$ cat src/rtl/pc_sequencer_if.sv
// Bus between the multicycle control/datapath and the program-counter stage.
// master: control unit / datapath side; slave: pc_sequencer.
interface pc_sequencer_if;
  logic [31:0] pc_next;
  logic [2:0]  src_req;
  logic        pc_write;
  logic        branch_req;
  logic [1:0]  branch_type;
  logic        alu_zero;
  logic        alu_neg;
  logic        exc_req;
  logic        exc_cause;
  logic [2:0]  pc_source;
  logic [31:0] pc;
  logic [31:0] epc;
  logic        vec_rd;
  logic [31:0] vec_addr;
  logic        exc_busy;
  logic        pc_updated;

  modport master (
    output pc_next, src_req, pc_write, branch_req, branch_type,
           alu_zero, alu_neg, exc_req, exc_cause,
    input  pc_source, pc, epc, vec_rd, vec_addr, exc_busy, pc_updated
  );

  modport slave (
    input  pc_next, src_req, pc_write, branch_req, branch_type,
           alu_zero, alu_neg, exc_req, exc_cause,
    output pc_source, pc, epc, vec_rd, vec_addr, exc_busy, pc_updated
  );
endinterface

$ cat src/rtl/pc_sequencer.sv
// Program-counter stage of the multicycle MIPS datapath: PC/EPC registers,
// PC-source mux select, conditional PC write and the exception vector fetch.
module pc_sequencer #(
  parameter int unsigned MEM_LAT = 2
) (
  input  logic            clk,
  input  logic            reset_n,
  pc_sequencer_if.slave   bus
);

  typedef enum logic [1:0] {
    IDLE     = 2'd0,
    EXC_RD   = 2'd1,
    EXC_LOAD = 2'd2
  } state_t;

  localparam logic [3:0]  LAST_RD     = 4'(MEM_LAT - 1);
  localparam logic [31:0] VEC_OPCODE  = 32'h0000_00FE;
  localparam logic [31:0] VEC_OVFL    = 32'h0000_00FF;
  localparam logic [2:0]  SRC_PC4     = 3'd0;
  localparam logic [2:0]  SRC_VECTOR  = 3'd4;

  state_t      state, state_nx;
  logic [3:0]  cnt, cnt_nx;
  logic        cause_q, cause_nx;
  logic [31:0] pc_q, pc_nx;
  logic [31:0] epc_q, epc_nx;
  logic        upd_q, upd_nx;
  logic        cond_ok;
  logic        take;
  logic        src_valid;

  // Branch condition evaluation from the ALU flags.
  always_comb begin
    cond_ok = 1'b0;
    case (bus.branch_type)
      2'd0:    cond_ok = bus.alu_zero;
      2'd1:    cond_ok = ~bus.alu_zero;
      2'd2:    cond_ok = bus.alu_neg | bus.alu_zero;
      default: cond_ok = ~bus.alu_neg & ~bus.alu_zero;
    endcase
  end

  assign take      = bus.pc_write | (bus.branch_req & cond_ok);
  assign src_valid = (bus.src_req <= SRC_VECTOR);

  // State, wait counter, latched cause and PC/EPC registers.
  always_ff @(posedge clk) begin
    if (!reset_n) begin
      state   <= IDLE;
      cnt     <= '0;
      cause_q <= 1'b0;
      pc_q    <= '0;
      epc_q   <= '0;
      upd_q   <= 1'b0;
    end else begin
      state   <= state_nx;
      cnt     <= cnt_nx;
      cause_q <= cause_nx;
      pc_q    <= pc_nx;
      epc_q   <= epc_nx;
      upd_q   <= upd_nx;
    end
  end

  // Next-state and output decode; exception entry outranks a PC write in IDLE.
  always_comb begin
    state_nx      = state;
    cnt_nx        = cnt;
    cause_nx      = cause_q;
    pc_nx         = pc_q;
    epc_nx        = epc_q;
    upd_nx        = 1'b0;
    bus.pc_source = SRC_PC4;
    bus.vec_rd    = 1'b0;
    bus.vec_addr  = '0;

    case (state)
      IDLE: begin
        bus.pc_source = bus.src_req;
        if (bus.exc_req) begin
          epc_nx   = pc_q - 32'd4;
          cause_nx = bus.exc_cause;
          cnt_nx   = '0;
          state_nx = EXC_RD;
        end else if (take && src_valid) begin
          pc_nx  = bus.pc_next;
          upd_nx = 1'b1;
        end
      end

      EXC_RD: begin
        bus.pc_source = SRC_PC4;
        bus.vec_rd    = 1'b1;
        bus.vec_addr  = cause_q ? VEC_OVFL : VEC_OPCODE;
        cnt_nx        = cnt + 4'd1;
        if (cnt == LAST_RD) begin
          state_nx = EXC_LOAD;
        end
      end

      EXC_LOAD: begin
        bus.pc_source = SRC_VECTOR;
        pc_nx         = bus.pc_next;
        upd_nx        = 1'b1;
        state_nx      = IDLE;
      end

      default: begin
        state_nx = IDLE;
      end
    endcase
  end

  assign bus.pc         = pc_q;
  assign bus.epc        = epc_q;
  assign bus.pc_updated = upd_q;
  assign bus.exc_busy   = (state != IDLE);

endmodule

$ cat src/flat_wrapper.sv
// flat-port wrapper written by rule: the top's interface ports become plain ports
module pc_sequencer_flat 
#(
  parameter int unsigned MEM_LAT = 2
)
  (clk, reset_n, bus_pc_next, bus_src_req, bus_pc_write, bus_branch_req, bus_branch_type, bus_alu_zero, bus_alu_neg, bus_exc_req, bus_exc_cause, bus_pc_source, bus_pc, bus_epc, bus_vec_rd, bus_vec_addr, bus_exc_busy, bus_pc_updated);
  pc_sequencer_if bus_i ();
  input  logic clk;
  input  logic reset_n;
  input wire logic [$bits(bus_i.pc_next)-1:0] bus_pc_next;
  input wire logic [$bits(bus_i.src_req)-1:0] bus_src_req;
  input wire logic [$bits(bus_i.pc_write)-1:0] bus_pc_write;
  input wire logic [$bits(bus_i.branch_req)-1:0] bus_branch_req;
  input wire logic [$bits(bus_i.branch_type)-1:0] bus_branch_type;
  input wire logic [$bits(bus_i.alu_zero)-1:0] bus_alu_zero;
  input wire logic [$bits(bus_i.alu_neg)-1:0] bus_alu_neg;
  input wire logic [$bits(bus_i.exc_req)-1:0] bus_exc_req;
  input wire logic [$bits(bus_i.exc_cause)-1:0] bus_exc_cause;
  output wire logic [$bits(bus_i.pc_source)-1:0] bus_pc_source;
  output wire logic [$bits(bus_i.pc)-1:0] bus_pc;
  output wire logic [$bits(bus_i.epc)-1:0] bus_epc;
  output wire logic [$bits(bus_i.vec_rd)-1:0] bus_vec_rd;
  output wire logic [$bits(bus_i.vec_addr)-1:0] bus_vec_addr;
  output wire logic [$bits(bus_i.exc_busy)-1:0] bus_exc_busy;
  output wire logic [$bits(bus_i.pc_updated)-1:0] bus_pc_updated;
  assign bus_i.pc_next = bus_pc_next;
  assign bus_i.src_req = bus_src_req;
  assign bus_i.pc_write = bus_pc_write;
  assign bus_i.branch_req = bus_branch_req;
  assign bus_i.branch_type = bus_branch_type;
  assign bus_i.alu_zero = bus_alu_zero;
  assign bus_i.alu_neg = bus_alu_neg;
  assign bus_i.exc_req = bus_exc_req;
  assign bus_i.exc_cause = bus_exc_cause;
  assign bus_pc_source = bus_i.pc_source;
  assign bus_pc = bus_i.pc;
  assign bus_epc = bus_i.epc;
  assign bus_vec_rd = bus_i.vec_rd;
  assign bus_vec_addr = bus_i.vec_addr;
  assign bus_exc_busy = bus_i.exc_busy;
  assign bus_pc_updated = bus_i.pc_updated;
  pc_sequencer #(.MEM_LAT(MEM_LAT)) u_core (.clk(clk), .reset_n(reset_n), .bus(bus_i));
endmodule
$ cat config.mk
export PLATFORM = sky130hd
export DESIGN_NAME = pc_sequencer_flat
export DESIGN_NICKNAME = d
export VERILOG_FILES = /design/src/rtl/pc_sequencer_if.sv /design/src/rtl/pc_sequencer.sv /design/src/flat_wrapper.sv
export SDC_FILE = /design/constraint.sdc
export NUM_CORES = 1
export LEC_CHECK = 0
export BUFFER_PORTS_ARGS = -buffer_cell sky130_fd_sc_hd__buf_2
export CORE_MARGIN = 2
export CORE_UTILIZATION = 48
export CTS_BUF_LIST = sky130_fd_sc_hd__clkbuf_16
export CTS_CLUSTER_DIAMETER = 100
export DETAILED_ROUTE_END_ITERATION = 16
export PLACE_DENSITY_LB_ADDON = 0.1
export SETUP_SLACK_MARGIN = 0.05
export SKIP_LAST_GASP = 1
export SLEW_MARGIN = 5
export SYNTH_ARGS = -nofsm -noshare
export SYNTH_HDL_FRONTEND = slang
export SYNTH_SLANG_ARGS = --single-unit
$ cat constraint.sdc
create_clock -name clk -period 3.1 [get_ports clk]
set_input_delay 0.62 -clock clk [delete_from_list [all_inputs] [get_ports clk]]
set_output_delay 0.62 -clock clk [all_outputs]
set_load 0.03 [all_outputs]
==> results.txt, run 1 <==
Final wirelength: 8.887 mm
Final ANT Viol Nets: 0
Met2 Track Usage GR: 35.59%
Die H: 90.37 um
Clock Skews: 0.006698 ns
Syn avg cell area: 8.213 sq um
WP buf/inv: 0
First-pass GRT wire length: 14.97 mm
I/O Buffers: 122
Worst flop-to-flop path startpoint: u_core.bus.pc[7]$_SDFFE_PN0P_
Routing usage on met3: 4.591%
Layout area overhead: 24.74%
Rows: 31
Type of the worst setup path: reg -> reg
Post-synth top cells: nand2_1 (77), dfxtp_1 (72), nor2_1 (33)
# hold bufs at CTS: 0
Ys flop type: dfxtp_1
Layout cells sized above 1: 28.07%
Htree depth: 3
Setup Fix Bufs, Post-CTS: 0
Min-delay src: u_core.cause_q$_SDFFE_PN0P_
Ports: 147
Post-route clock period utilization: 83.46%
CP Data Required Time: 3.32 ns
Reg2Reg Depth: 4
Asr flop ratio synth: 0%
F_max: 386.5 MHz
Clock root cell: clkbuf_16
Hold Crit Class: reg -> reg
Synth top area share: 40.25%
Final Cell Area: 4467 sq um
Total CTS buffers: 9
Hold Vio Cnt, Final: 0
CTS tree: yes
DRT Pass-1 Iters: 4
DR WL/cell: 13.80 um
Worst-skew pair later-pin latency: 0.32 ns
Via total after detailed routing: 3415
Max VDD drop: 0.0004499 V
CTS Buffer Depth: 2
CP startpoint kind: flop
Yosys cell types: 39
Slew HR: 60.82%
Post-layout min period: 2.587 ns
Met1 Usage GRT: 29.03%
Final core occ: 61.58%
Vias in the first global route: 3096
Core area: 7253 sq um
Count leader, synth: nand2_1
Post-Syn Area: 3581 sq um
CP arrival: 2.81 ns
CTS resizes: 0
Routability cong.: 0.8818
Register bit count reported by yosys: 72
GRT Total Usage: 22.00%
Max-slew violations: 0
Initial DRC count: 175
Clock transition at path regs: 0.06 ns
Crit-path slowest cell: or4_1
Non-Filler Instances: 644
Top cell type by total area after synthesis: dfxtp_1
Reg area: 1441 sq um
Clock sink count: 72
Post-Synthesis Cells: 436
Area of the multi-input gates: 1872 sq um
Grt ovf: 0
Die area: 8167 sq um
Drt via density: 5.303
Final TNS setup: 0 ns
Final setup viols: 0
RSZ-0062 raised after global routing: no
Reg-to-reg endpoint: u_core.bus.epc[17]$_SDFFE_PN0P_
Fin nets: 588
Initial core utilization: 49.37%
HPWL after DPL: 6.223 mm
Hold EP: u_core.cause_q$_SDFFE_PN0P_
Leak: 2.079 nW
Worst-Margin Slew: 0.5876 ns
GRT busiest layer: met2
Crit Path Max Fanout: 10
Max-cap viol count: 0
Initial antenna violation count: 0
Delay-heaviest family, CP: simple AND/OR/NAND/NOR gates
Placement Cell Area: 4130 sq um
Synthesis Warnings: 0
CP Capture Type: flop
PD cells: 661.6 nW/um^2
Dpl cells: 628
Leading post-synthesis cells by cell area: dfxtp_1 (40%), mux2i_1 (8.9%), nand2_1 (8.1%)
Crit path cell chain: or4_1 > or4_1 > or4_1 > a311oi_1
DRC viols: 0
Worst path most repeated cell: or4_1
Number of flops mapped to enable cells by yosys: 0
# diodes: 0
Die width: 90.37 um
Slowest Stage Delay on Critical Path: 0.71 ns
Largest net degree at the start of global routing: 64
WHS Path Cells: 2
Outcome: complete, no violations
Sequential share of the synthesized area: 40.25%
R2R Setup Slk: 0.51 ns
FILL cells: 686
## state kept, by name, indices dropped and copies added, names as in the netlist
name / flops
u_core.bus.pc: 32
u_core.cnt: 4
u_core.cause_q: 1
u_core.state: 2
u_core.bus.epc: 32
u_core.bus.pc_updated: 1
## stage by stage
| step | setup slack (ns) | total power, W | hold slack (ns) |
|---|---|---|---|
| 2_1_floorplan | 0.5998 | 0.001648 | 0.4236 |
| 4_1_cts | 0.5125 | 0.002979 | 0.4514 |
| 5_1_grt | 0.3499 | 0.003084 | 0.4687 |
| 3_3_place_gp | 0.5939 | 0.001805 | 0.4410 |
| 3_5_place_dp | 0.5486 | 0.001815 | 0.4434 |
| 6_report | 0.5128 | 0.002955 | 0.4484 |
## tightest hold or removal path, delay by kind of cell (launching register included)
kind / cells / cell delay, ns
DFF: 1 / 0.30
and+or+nand+nor: 1 / 0.05
AOI/OAI and AO/OA: 1 / 0.05
## how the worst max path moves through the flow
stage	end	depth (start not counted)	startpoint
finish	u_core.bus.epc[17]$_SDFFE_PN0P_	4	u_core.bus.pc[7]$_SDFFE_PN0P_
global placement	u_core.bus.epc[17]$_SDFFE_PN0P_	4	u_core.bus.pc[7]$_SDFFE_PN0P_
floorplan	u_core.bus.epc[17]$_SDFFE_PN0P_	6	u_core.bus.pc[7]$_SDFFE_PN0P_
CTS	u_core.bus.epc[17]$_SDFFE_PN0P_	4	u_core.bus.pc[7]$_SDFFE_PN0P_
global route	u_core.bus.epc[17]$_SDFFE_PN0P_	4	u_core.bus.pc[7]$_SDFFE_PN0P_
detailed placement	u_core.bus.epc[17]$_SDFFE_PN0P_	4	u_core.bus.pc[7]$_SDFFE_PN0P_
## where the power goes
part / internal, W / switching, W
sequential: 0.00100 / 0.0000673
clock: 0.000780 / 0.000378
combinational: 0.000236 / 0.000493
## layout make-up
type | instances | area share, %
inverter | 10 | 0.8403
timing repair buffer | 128 | 14.68
sequential | 72 | 32.27
clock inverter | 7 | 2.493
clock buffer | 9 | 5.042
multi-input combinational | 319 | 41.90
tap | 99 | 2.773
## per-layer routing
layer / vias up / wire length [um]
met5: - / 0
met4: 0 / 73
met3: 8 / 628
met2: 132 / 4144
met1: 1572 / 4041
li1: 1703 / -
## cell families (layout without fill, tap and decap cells)
group / count (synthesis) / after routing / share of synthesized area, %
xor gates and xnor gates: 8 / 8 / 1.957
AOI/OAI and AO/OA: 75 / 75 / 13.17
muxes: 32 / 32 / 8.945
DFF: 72 / 72 / 40.25
buffers and inverters: 68 / 154 / 10.52
adders and majority gates: 3 / 3 / 1.048
and+or+nand+nor: 177 / 177 / 24.00
other: 1 / 24 / 0.1047
## placed cells by master, fill, tap and decap left out, types with 2 or more instances in the layout
cell type / Yosys / final
buf_2: 4 / 122
nand2_1: 77 / 77
dfxtp_1: 72 / 72
nor2_1: 33 / 33
mux2i_1: 32 / 32
o21ai_0: 24 / 24
conb_1: 1 / 24
a21oi_1: 14 / 14
or4_1: 14 / 14
a31oi_1: 11 / 11
nor4_1: 11 / 11
inv_1: 9 / 10
nor3_1: 9 / 9
clkbuf_16: 0 / 9
a311oi_1: 7 / 6
o31ai_1: 6 / 6
a211oi_1: 6 / 6
xnor2_1: 6 / 6
buf_4: 31 / 6
or3_1: 5 / 5
or2_2: 4 / 4
nand4_1: 4 / 4
nand3_1: 4 / 4
and4_1: 3 / 3
o31a_1: 3 / 3
ha_1: 3 / 3
bufinv_16: 0 / 3
nand2b_1: 2 / 2
and2_1: 2 / 2
clkinv_1: 1 / 2
or3b_2: 2 / 2
o41ai_1: 2 / 2
or4b_2: 2 / 2
nor3b_1: 3 / 2
xor2_1: 2 / 2
Note: power is estimated with default switching activity, not from simulation.
==> inputs of run 2 (changes only) <==
Clock period 3.1 ns to 2.45 ns, I/O delays scaled along.
==> run 2 against run 1 <==
Against the previous run: sequential share of layout area shrank 0.63 points; cell count up 2.2%; largest cell class unchanged; die area did not move; critical path type unchanged; clock skew is 0.0021 ns higher; count of clock-buffer cells in the layout unchanged; register-to-register slack worse by 0.36 ns.
==> results.txt, run 2 (synthesis gave the netlist of run 1 again) <==
Die H: 90.37 um
Worst flop-to-flop path startpoint: u_core.bus.pc[8]$_SDFFE_PN0P_
Hold Vio Cnt, Final: 0
Slowest Stage Delay on Critical Path: 0.59 ns
CTS Buffer Depth: 2
Reg-to-reg endpoint: u_core.bus.epc[23]$_SDFFE_PN0P_
Initial DRC count: 164
Initial core utilization: 49.37%
CP startpoint kind: flop
First-pass GRT wire length: 15.06 mm
CP Data Required Time: 2.71 ns
Post-layout min period: 2.302 ns
Outcome: complete, no violations
Largest net degree at the start of global routing: 64
Area of the multi-input gates: 1896 sq um
Final setup viols: 0
Layout cells sized above 1: 31.31%
Initial antenna violation count: 0
HPWL after DPL: 6.588 mm
Dpl cells: 640
RSZ-0062 raised after global routing: no
Clock transition at path regs: 0.06 ns
Crit. Startpoint: u_core.bus.pc[8]$_SDFFE_PN0P_
PD cells: 791.5 nW/um^2
Most frequent cells in the layout: buf_2 (122), nand2_1 (77), dfxtp_1 (68)
F_max: 434.4 MHz
Vias in the first global route: 3073
Max-cap viol count: 0
Worst path most repeated cell: or4_4
Total CTS buffers: 9
DRC viols: 0
# hold bufs at CTS: 0
Final TNS setup: 0 ns
CP Capture Type: flop
CP endpoint: u_core.bus.epc[23]$_SDFFE_PN0P_
FILL cells: 693
Final ANT Viol Nets: 0
I/O Buffers: 122
Type of the worst setup path: reg -> reg
Clock sink count: 72
Commonest non-fill, non-tap cell in the layout: buf_2
Layout area overhead: 27.88%
Drt via density: 5.175
R2R Setup Slk: 0.15 ns
Via total after detailed routing: 3405
GRT Total Usage: 22.54%
Rows: 31
Reg area: 1449 sq um
Max VDD drop: 0.0004935 V
Clock Skews: 0.008784 ns
Die area: 8167 sq um
DR WL/cell: 14.04 um
Max-slew violations: 0
Leak: 2.144 nW
# diodes: 0
Fin Hold WS: 0.4042 ns
Final wirelength: 9.238 mm
Htree depth: 3
Hold Crit Class: in -> reg
Fin nets: 602
Routability cong.: 0.8703
Slew HR: 58.21%
Clock root cell: clkbuf_16
CTS tree: yes
Core area: 7253 sq um
Crit path cell chain: or4_4 > or4_4 > buf_4 > or4_1 > a31oi_1
Worst-skew pair later-pin latency: 0.33 ns
CP arrival: 2.56 ns
DRT Pass-1 Iters: 4
Worst-Margin Slew: 0.6212 ns
Ports: 147
Reg2Reg Depth: 5
Die width: 90.37 um
Crit Path Max Fanout: 10
Post-route clock period utilization: 93.96%
Crit-path slowest cell: or4_4
Grt ovf: 0
Non-Filler Instances: 658
-- run 2: cell types whose count changed in the layout (fill, tap and decap cells not counted), sizes merged --
cell | before | now
buf | 128 | 142
bufinv | 3 | 1
clkinv | 4 | 5
inv | 10 | 11
-- run 2: worst min path at each step --
stage                                        start                        endpoint  slack, ns  cells after the start
finish                               bus_exc_cause     u_core.cause_q$_SDFFE_PN0P_       0.40                      3
global route                         bus_exc_cause     u_core.cause_q$_SDFFE_PN0P_       0.41                      3
CTS                                 bus_pc_next[2]   u_core.bus.pc[2]$_SDFFE_PN0P_       0.40                      3
detailed placement     u_core.cause_q$_SDFFE_PN0P_     u_core.cause_q$_SDFFE_PN0P_       0.44                      2
global placement    u_core.bus.epc[0]$_SDFFE_PN0P_  u_core.bus.epc[0]$_SDFFE_PN0P_       0.44                      2
floorplan               u_core.cnt[3]$_SDFFE_PN0P_      u_core.cnt[3]$_SDFFE_PN0P_       0.42                      1
-- run 2: cell type report --
| type | instances | area share [%] |
|---|---|---|
| multi-input cells | 319 | 41.39 |
| well taps | 99 | 2.705 |
| inverters | 10 | 0.8197 |
| repair buffers | 142 | 17.16 |
| clock buffers | 9 | 4.918 |
| flip-flops and latches | 72 | 31.64 |
| clock inverters | 7 | 1.366 |
-- run 2: critical path, delay by kind of cell (launching register included) --
family,cells,cell delay (ns)
simple gates,3,1.54
flops,1,0.35
buf+inv,1,0.17
compound gates,1,0.17
-- run 2: power by group --
| group | switching (W) | leakage, nW | internal [W] |
|---|---|---|---|
| clock network | 0.000481 | 0.148 | 0.000779 |
| logic | 0.000663 | 1.40 | 0.000359 |
| registers | 0.0000763 | 0.592 | 0.00127 |
-- run 2: repair_timing --
item,in CTS,in global routing
hold endpoints to repair,0,0
setup buffers,0,2
endpoints found under the setup margin,0,8
resized for setup,0,3
-- run 2: through the flow --
stage / utilization [%] / cell area, sq um / power (W) / setup slack [ns]
CTS: 62.70 / 4548 / 0.003615 / 0.05903
finish: 63.14 / 4579 / 0.003624 / 0.1480
global route: 63.14 / 4579 / 0.003791 / 0.07386
floorplan: - / 3695 / 0.002103 / 0.05256
global placement: 58.74 / 4260 / 0.002344 / 0.1617
detailed placement: 58.74 / 4260 / 0.002357 / 0.08303
-- run 2: per-layer routing --
layer,vias up,GRT usage [%],part of all wire (%)
met5,-,0,0
met4,0,8.590,1.7
met3,15,3.923,4.8
met2,116,35.84,46
met1,1552,30.66,47
li1,1722,-,-
